[src/rtl/hour_mode_counter.sv]
// rtl/hour_mode_counter.sv - BCD time-of-day core with 12h/24h registered display path
// Optional hourly chime window enabled by defining CHIME_EN.
module hour_mode_counter #(
    parameter int DIV   = 50_000_000,
    parameter int DIV_W = 26
) (
    input  logic       CP,
    input  logic       nCR,
    input  logic       En,
    input  logic       Trans,
    input  logic       Load,
    input  logic [7:0] LoadHour,
    input  logic [7:0] LoadMin,
    input  logic [7:0] LoadSec,
    output logic [7:0] Hour24,
    output logic [7:0] Min,
    output logic [7:0] Sec,
    output logic [7:0] HourDisp,
    output logic       PM,
    output logic       Tick,
    output logic       LoadErr,
    output logic       Chime
);

    logic [DIV_W-1:0] r_presc;
    logic [7:0]       r_hour, r_min, r_sec;
    logic [7:0]       r_hdisp;
    logic             r_pm, r_tick, r_load_err;

    logic             w_tick_now, w_load_ok, w_load_acc, w_load_rej;
    logic             w_sec_wrap, w_min_wrap, w_hour_wrap;
    logic [7:0]       w_sec_inc, w_min_inc, w_hour_inc;
    logic [7:0]       w_hour_nx, w_min_nx, w_sec_nx;
    logic [4:0]       w_hour_bin, w_pm_bin;
    logic [7:0]       w_pm_bcd;
    logic [7:0]       w_hdisp_nx;
    logic             w_pm_nx;

    assign w_tick_now = En && (r_presc == DIV_W'(DIV - 1));

    assign w_load_ok  = (LoadHour[3:0] <= 4'd9) && (LoadHour <= 8'h23) &&
                        (LoadMin[7:4]  <= 4'd5) && (LoadMin[3:0] <= 4'd9) &&
                        (LoadSec[7:4]  <= 4'd5) && (LoadSec[3:0] <= 4'd9);
    assign w_load_acc = Load && w_load_ok;
    assign w_load_rej = Load && !w_load_ok;

    assign w_sec_wrap  = (r_sec  == 8'h59);
    assign w_min_wrap  = (r_min  == 8'h59);
    assign w_hour_wrap = (r_hour == 8'h23);

    assign w_sec_inc  = w_sec_wrap  ? 8'h00 :
                        (r_sec[3:0]  == 4'd9) ? {r_sec[7:4]  + 4'd1, 4'd0} : r_sec  + 8'd1;
    assign w_min_inc  = w_min_wrap  ? 8'h00 :
                        (r_min[3:0]  == 4'd9) ? {r_min[7:4]  + 4'd1, 4'd0} : r_min  + 8'd1;
    assign w_hour_inc = w_hour_wrap ? 8'h00 :
                        (r_hour[3:0] == 4'd9) ? {r_hour[7:4] + 4'd1, 4'd0} : r_hour + 8'd1;

    // All three fields resolve from the current state so they move on the same edge.
    always_comb begin
        w_hour_nx = r_hour;
        w_min_nx  = r_min;
        w_sec_nx  = r_sec;
        if (w_load_acc) begin
            w_hour_nx = LoadHour;
            w_min_nx  = LoadMin;
            w_sec_nx  = LoadSec;
        end else if (w_tick_now) begin
            w_sec_nx = w_sec_inc;
            if (w_sec_wrap) begin
                w_min_nx = w_min_inc;
                if (w_min_wrap) begin
                    w_hour_nx = w_hour_inc;
                end
            end
        end
    end

    always_ff @(posedge CP or negedge nCR) begin
        if (!nCR) begin
            r_presc    <= '0;
            r_hour     <= 8'h00;
            r_min      <= 8'h00;
            r_sec      <= 8'h00;
            r_tick     <= 1'b0;
            r_load_err <= 1'b0;
        end else begin
            r_hour     <= w_hour_nx;
            r_min      <= w_min_nx;
            r_sec      <= w_sec_nx;
            r_tick     <= w_tick_now && !w_load_acc;
            r_load_err <= w_load_rej;
            if (w_load_acc) begin
                r_presc <= '0;
            end else if (En) begin
                r_presc <= w_tick_now ? '0 : r_presc + DIV_W'(1);
            end
        end
    end

    // Afternoon hours go through binary so the decade borrow (20 -> 08) comes out right.
    assign w_hour_bin = 5'(r_hour[7:4]) * 5'd10 + 5'(r_hour[3:0]);
    assign w_pm_bin   = w_hour_bin - 5'd12;
    assign w_pm_bcd   = (w_pm_bin >= 5'd10) ? {4'd1, 4'(w_pm_bin - 5'd10)}
                                            : {4'd0, 4'(w_pm_bin)};

    always_comb begin
        w_hdisp_nx = r_hour;
        w_pm_nx    = 1'b0;
        if (Trans) begin
            if (r_hour == 8'h00) begin
                w_hdisp_nx = 8'h12;
            end else if (r_hour == 8'h12) begin
                w_pm_nx = 1'b1;
            end else if (r_hour > 8'h12) begin
                w_hdisp_nx = w_pm_bcd;
                w_pm_nx    = 1'b1;
            end
        end
    end

    always_ff @(posedge CP or negedge nCR) begin
        if (!nCR) begin
            r_hdisp <= 8'h00;
            r_pm    <= 1'b0;
        end else begin
            r_hdisp <= w_hdisp_nx;
            r_pm    <= w_pm_nx;
        end
    end

`ifdef CHIME_EN
    logic r_chime;

    always_ff @(posedge CP or negedge nCR) begin
        if (!nCR) begin
            r_chime <= 1'b0;
        end else if (w_load_acc) begin
            r_chime <= 1'b0;
        end else begin
            r_chime <= (w_min_nx == 8'h59) && (w_sec_nx >= 8'h55);
        end
    end

    assign Chime = r_chime;
`else
    assign Chime = 1'b0;
`endif

    assign Hour24   = r_hour;
    assign Min      = r_min;
    assign Sec      = r_sec;
    assign HourDisp = r_hdisp;
    assign PM       = r_pm;
    assign Tick     = r_tick;
    assign LoadErr  = r_load_err;

endmodule

[config.mk]
export PLATFORM = sky130hd
export DESIGN_NAME = hour_mode_counter
export DESIGN_NICKNAME = d
export VERILOG_FILES = /design/src/rtl/hour_mode_counter.sv
export SDC_FILE = /design/constraint.sdc
export NUM_CORES = 1
export LEC_CHECK = 0
export CORE_MARGIN = 4
export CORE_UTILIZATION = 25
export DETAILED_ROUTE_END_ITERATION = 8
export SKIP_LAST_GASP = 1
export SLEW_MARGIN = 20
export SYNTH_ARGS = -nofsm -noshare
export SYNTH_HDL_FRONTEND = slang
export SYNTH_SLANG_ARGS = --single-unit
[constraint.sdc]
create_clock -name CP -period 4.35 [get_ports CP]
set_input_delay 0.87 -clock CP [delete_from_list [all_inputs] [get_ports CP]]
set_output_delay 0.87 -clock CP [all_outputs]
set_load 0.005 [all_outputs]
==> flow_metrics.env <==
export IMPL_status="finished, final reports clean"
export IMPL_hold_buffers=0
export IMPL_synth_top_area_cell="dfrtp_1"
export IMPL_seq_area_sq_um=1526
export IMPL_worst_pin_slew_ps=651.3
export IMPL_synthArstFlopShare=1.000
export IMPL_p_sw_frac=0.2918
export IMPL_dr_first_iter_drc_count=313
export IMPL_port_buffers=63
export IMPL_setup_viol_count_final=0
export IMPL_synth_cells=460
export IMPL_clk_latency_ps=330
export IMPL_final_cell_mix="clkdlybuf4s50_1, dfrtp_1, nor2_1, nand2_1"
export IMPL_yosys_top_cells_area="dfrtp_1, ha_1, nor2_1"
export IMPL_numClockSinks=61
export IMPL_die_w_um=135.1
export IMPL_start_kind="primary input"
export IMPL_p_leak_nw=2.058
export IMPL_core_sq_um=15830
export IMPL_fin_nets=562
export IMPL_grt_pass1_vias=3800
export IMPL_powerDensity_nw_per_um2=323.9
export IMPL_postLayoutCellArea_sq_um=5124
export IMPL_ant_nets=0
export IMPL_cts_tree="done"
export IMPL_max_cap_violations=0
export IMPL_fin_hold_ws_ps=541.1
export IMPL_drv_slew=0
export IMPL_comb_power_share=0.180
export IMPL_crit_arrival_ps=3370
export IMPL_wl_per_cell_um=16.42
export IMPL_crit_type="primary input to flop"
export IMPL_dpl_cell_area_sq_um=4857
export IMPL_worstHoldPathType="primary input to asynchronous set/reset pin"
export IMPL_period_needed_ps=3188
export IMPL_cts_root_buf="clkbuf_16"
export IMPL_drive_above_1_share=0.05416
export IMPL_end_kind="flop"
export IMPL_synth_area_sq_um=4036
export IMPL_critical_path_max_fanout=16
export IMPL_ir_drop_mv=0.1861
export IMPL_grt_max_degree=37
export IMPL_drc=0
export IMPL_cts_clk_slew_worst_paths_ps=60
export IMPL_dieArea_sq_um=18240
export IMPL_cp_required_ps=4530
export IMPL_syn2layout_area_growth_pct=26.94
export IMPL_die_h_um=135.1
export IMPL_numCtsBuffers=9
export IMPL_power_share_sequential=0.428
export IMPL_fin_tns_setup_ps=0
export IMPL_antenna_found_initial=0
export IMPL_mappedNetlistNets=509
export IMPL_synth_area_per_cell_sq_um=8.775
export IMPL_clkPwrFrac=0.393
export IMPL_grt_overflow=0
export IMPL_max_freq_mhz=313.7
export IMPL_fillers=1615
export IMPL_first_pass_iters=4
export IMPL_p_int_w=0.001175
export IMPL_synth_seq_cells=61
export IMPL_synth_edf_count=0
export IMPL_cts_htree_levels=3
export IMPL_antenna_cells=0
export IMPL_final_common_cell="clkdlybuf4s50_1"
export IMPL_ys_types=60
export IMPL_cts_setup_buffers=0
export IMPL_cts_buffer_depth=2
export IMPL_hold_viol=0
export IMPL_seq_area_frac_synth=0.3782
export IMPL_skew_ps=8.661
export IMPL_place_congestion=0.8193
export IMPL_post_cts_resized=0
export IMPL_drt_total_wl_um=12040
export IMPL_timing_slew_headroom=0.5622
export IMPL_multi_input_area_sq_um=2332
export IMPL_hpwl_um=8806
export IMPL_io_pins=65
export IMPL_rsz0062_at_grt="false"
export IMPL_grt_pass1_wl_um=19370
export IMPL_viasPerCell=5.090
export IMPL_fin_crit_sh=0.7329
export IMPL_ys_warn_count=0
export IMPL_vias=3731
export IMPL_start_util=0.2550
export IMPL_netlist_area_leader_share=0.3782
export IMPL_synthFlopType="dfrtp_1"
export IMPL_grt_util_all_layers=0.1317
export IMPL_switchingPower_w=0.0004843
export IMPL_rows=46
export IMPL_fin_util=0.3237
## cells in the mapped netlist, drive strengths merged, types with 5 or more instances
cell	number
and3b	5
nand2b	6
o21ai	26
nor4	10
xnor2	11
buf	7
ha	19
nor2	39
nand2	38
or4b	5
mux2i	10
and3	8
dfrtp	61
or4	13
nand4	13
o31ai	10
a31oi	8
nor3	7
inv	19
clkbuf	19
and2	8
xor2	8
nand3	27
a21oi	27
## worst max-delay path, cell delays in order
cell	delay (ps)
clkdlybuf4s50_1	430
a22oi_1	370
nand3_1	350
or4b_2	730
nand2_1	500
nor2_1	120
## power groups by stage
stage / Combinational, W / Clock [W] / Sequential (W)
floorplan: 0.000173 / 0 / 0.000690
global placement: 0.000288 / 0 / 0.000712
detailed placement: 0.000300 / 0 / 0.000715
CTS: 0.000301 / 0.000661 / 0.000708
global route: 0.000331 / 0.000683 / 0.000718
finish: 0.000298 / 0.000652 / 0.000710
## through the flow
| step | cells | total power (W) | setup WS, ps |
|---|---|---|---|
| finish | 733 | 0.001660 | 1162 |
| global route | 733 | 0.001732 | 1046 |
| CTS | 733 | 0.001670 | 1198 |
| detailed placement | 718 | 0.001015 | 850.3 |
| global placement | 718 | 0.001000 | 846.1 |
| floorplan | 460 | 0.0008625 | 1704 |
## flip-flops by register name (all words and copies together), names as in the netlist
signal / count
PM: 1
LoadErr: 1
r_presc: 26
Min: 8
Hour24: 8
HourDisp: 8
Sec: 8
Tick: 1
## path summary, 6_finish.rpt
check	start	end	slack (ps)	depth (start not counted)
worst max-delay path	LoadMin[5]	r_presc[12]$_DFFE_PN0P_	1160	6
worst min-delay path	nCR	Min[4]$_DFFE_PN0P_	540	1
worst max register to register	Hour24[5]$_DFFE_PN0P_	HourDisp[2]$_DFF_PN0_	1490	10
worst min register to register	r_presc[23]$_DFFE_PN0P_	r_presc[23]$_DFFE_PN0P_	550	2
max in group asynchronous	nCR	HourDisp[4]$_DFF_PN0_	2860	2
min in group CP	r_presc[23]$_DFFE_PN0P_	r_presc[23]$_DFFE_PN0P_	550	2
## logic make-up after synthesis
group / count (synthesis) / share of synthesized area
AOI/OAI and AO/OA: 97 / 0.1503
xor gates and xnor gates: 20 / 0.04681
adders and majority gates: 20 / 0.06386
buffers and inverters: 45 / 0.04712
DFF: 61 / 0.3782
muxes: 11 / 0.02759
other: 1 / 0.0009291
and+or+nand+nor: 205 / 0.2852
## per-layer routing
metal,part of all wire,global-route usage,vias up
li1,-,-,1795
met1,0.44,0.1687,1819
met2,0.50,0.2265,108
met3,0.056,0.02794,9
met4,0.0074,0.03359,0
met5,0,0,-
## cell type report
| type | count | area share |
|---|---|---|
| Multi-Input combinational cell | 354 | 0.4552 |
| Clock buffer | 13 | 0.04884 |
| Timing Repair Buffer | 68 | 0.1294 |
| Inverter | 19 | 0.01392 |
| Clock inverter | 2 | 0.001954 |
| Tap cell | 216 | 0.05275 |
| Sequential cell | 61 | 0.2979 |
(Power assumes the default switching activity.)
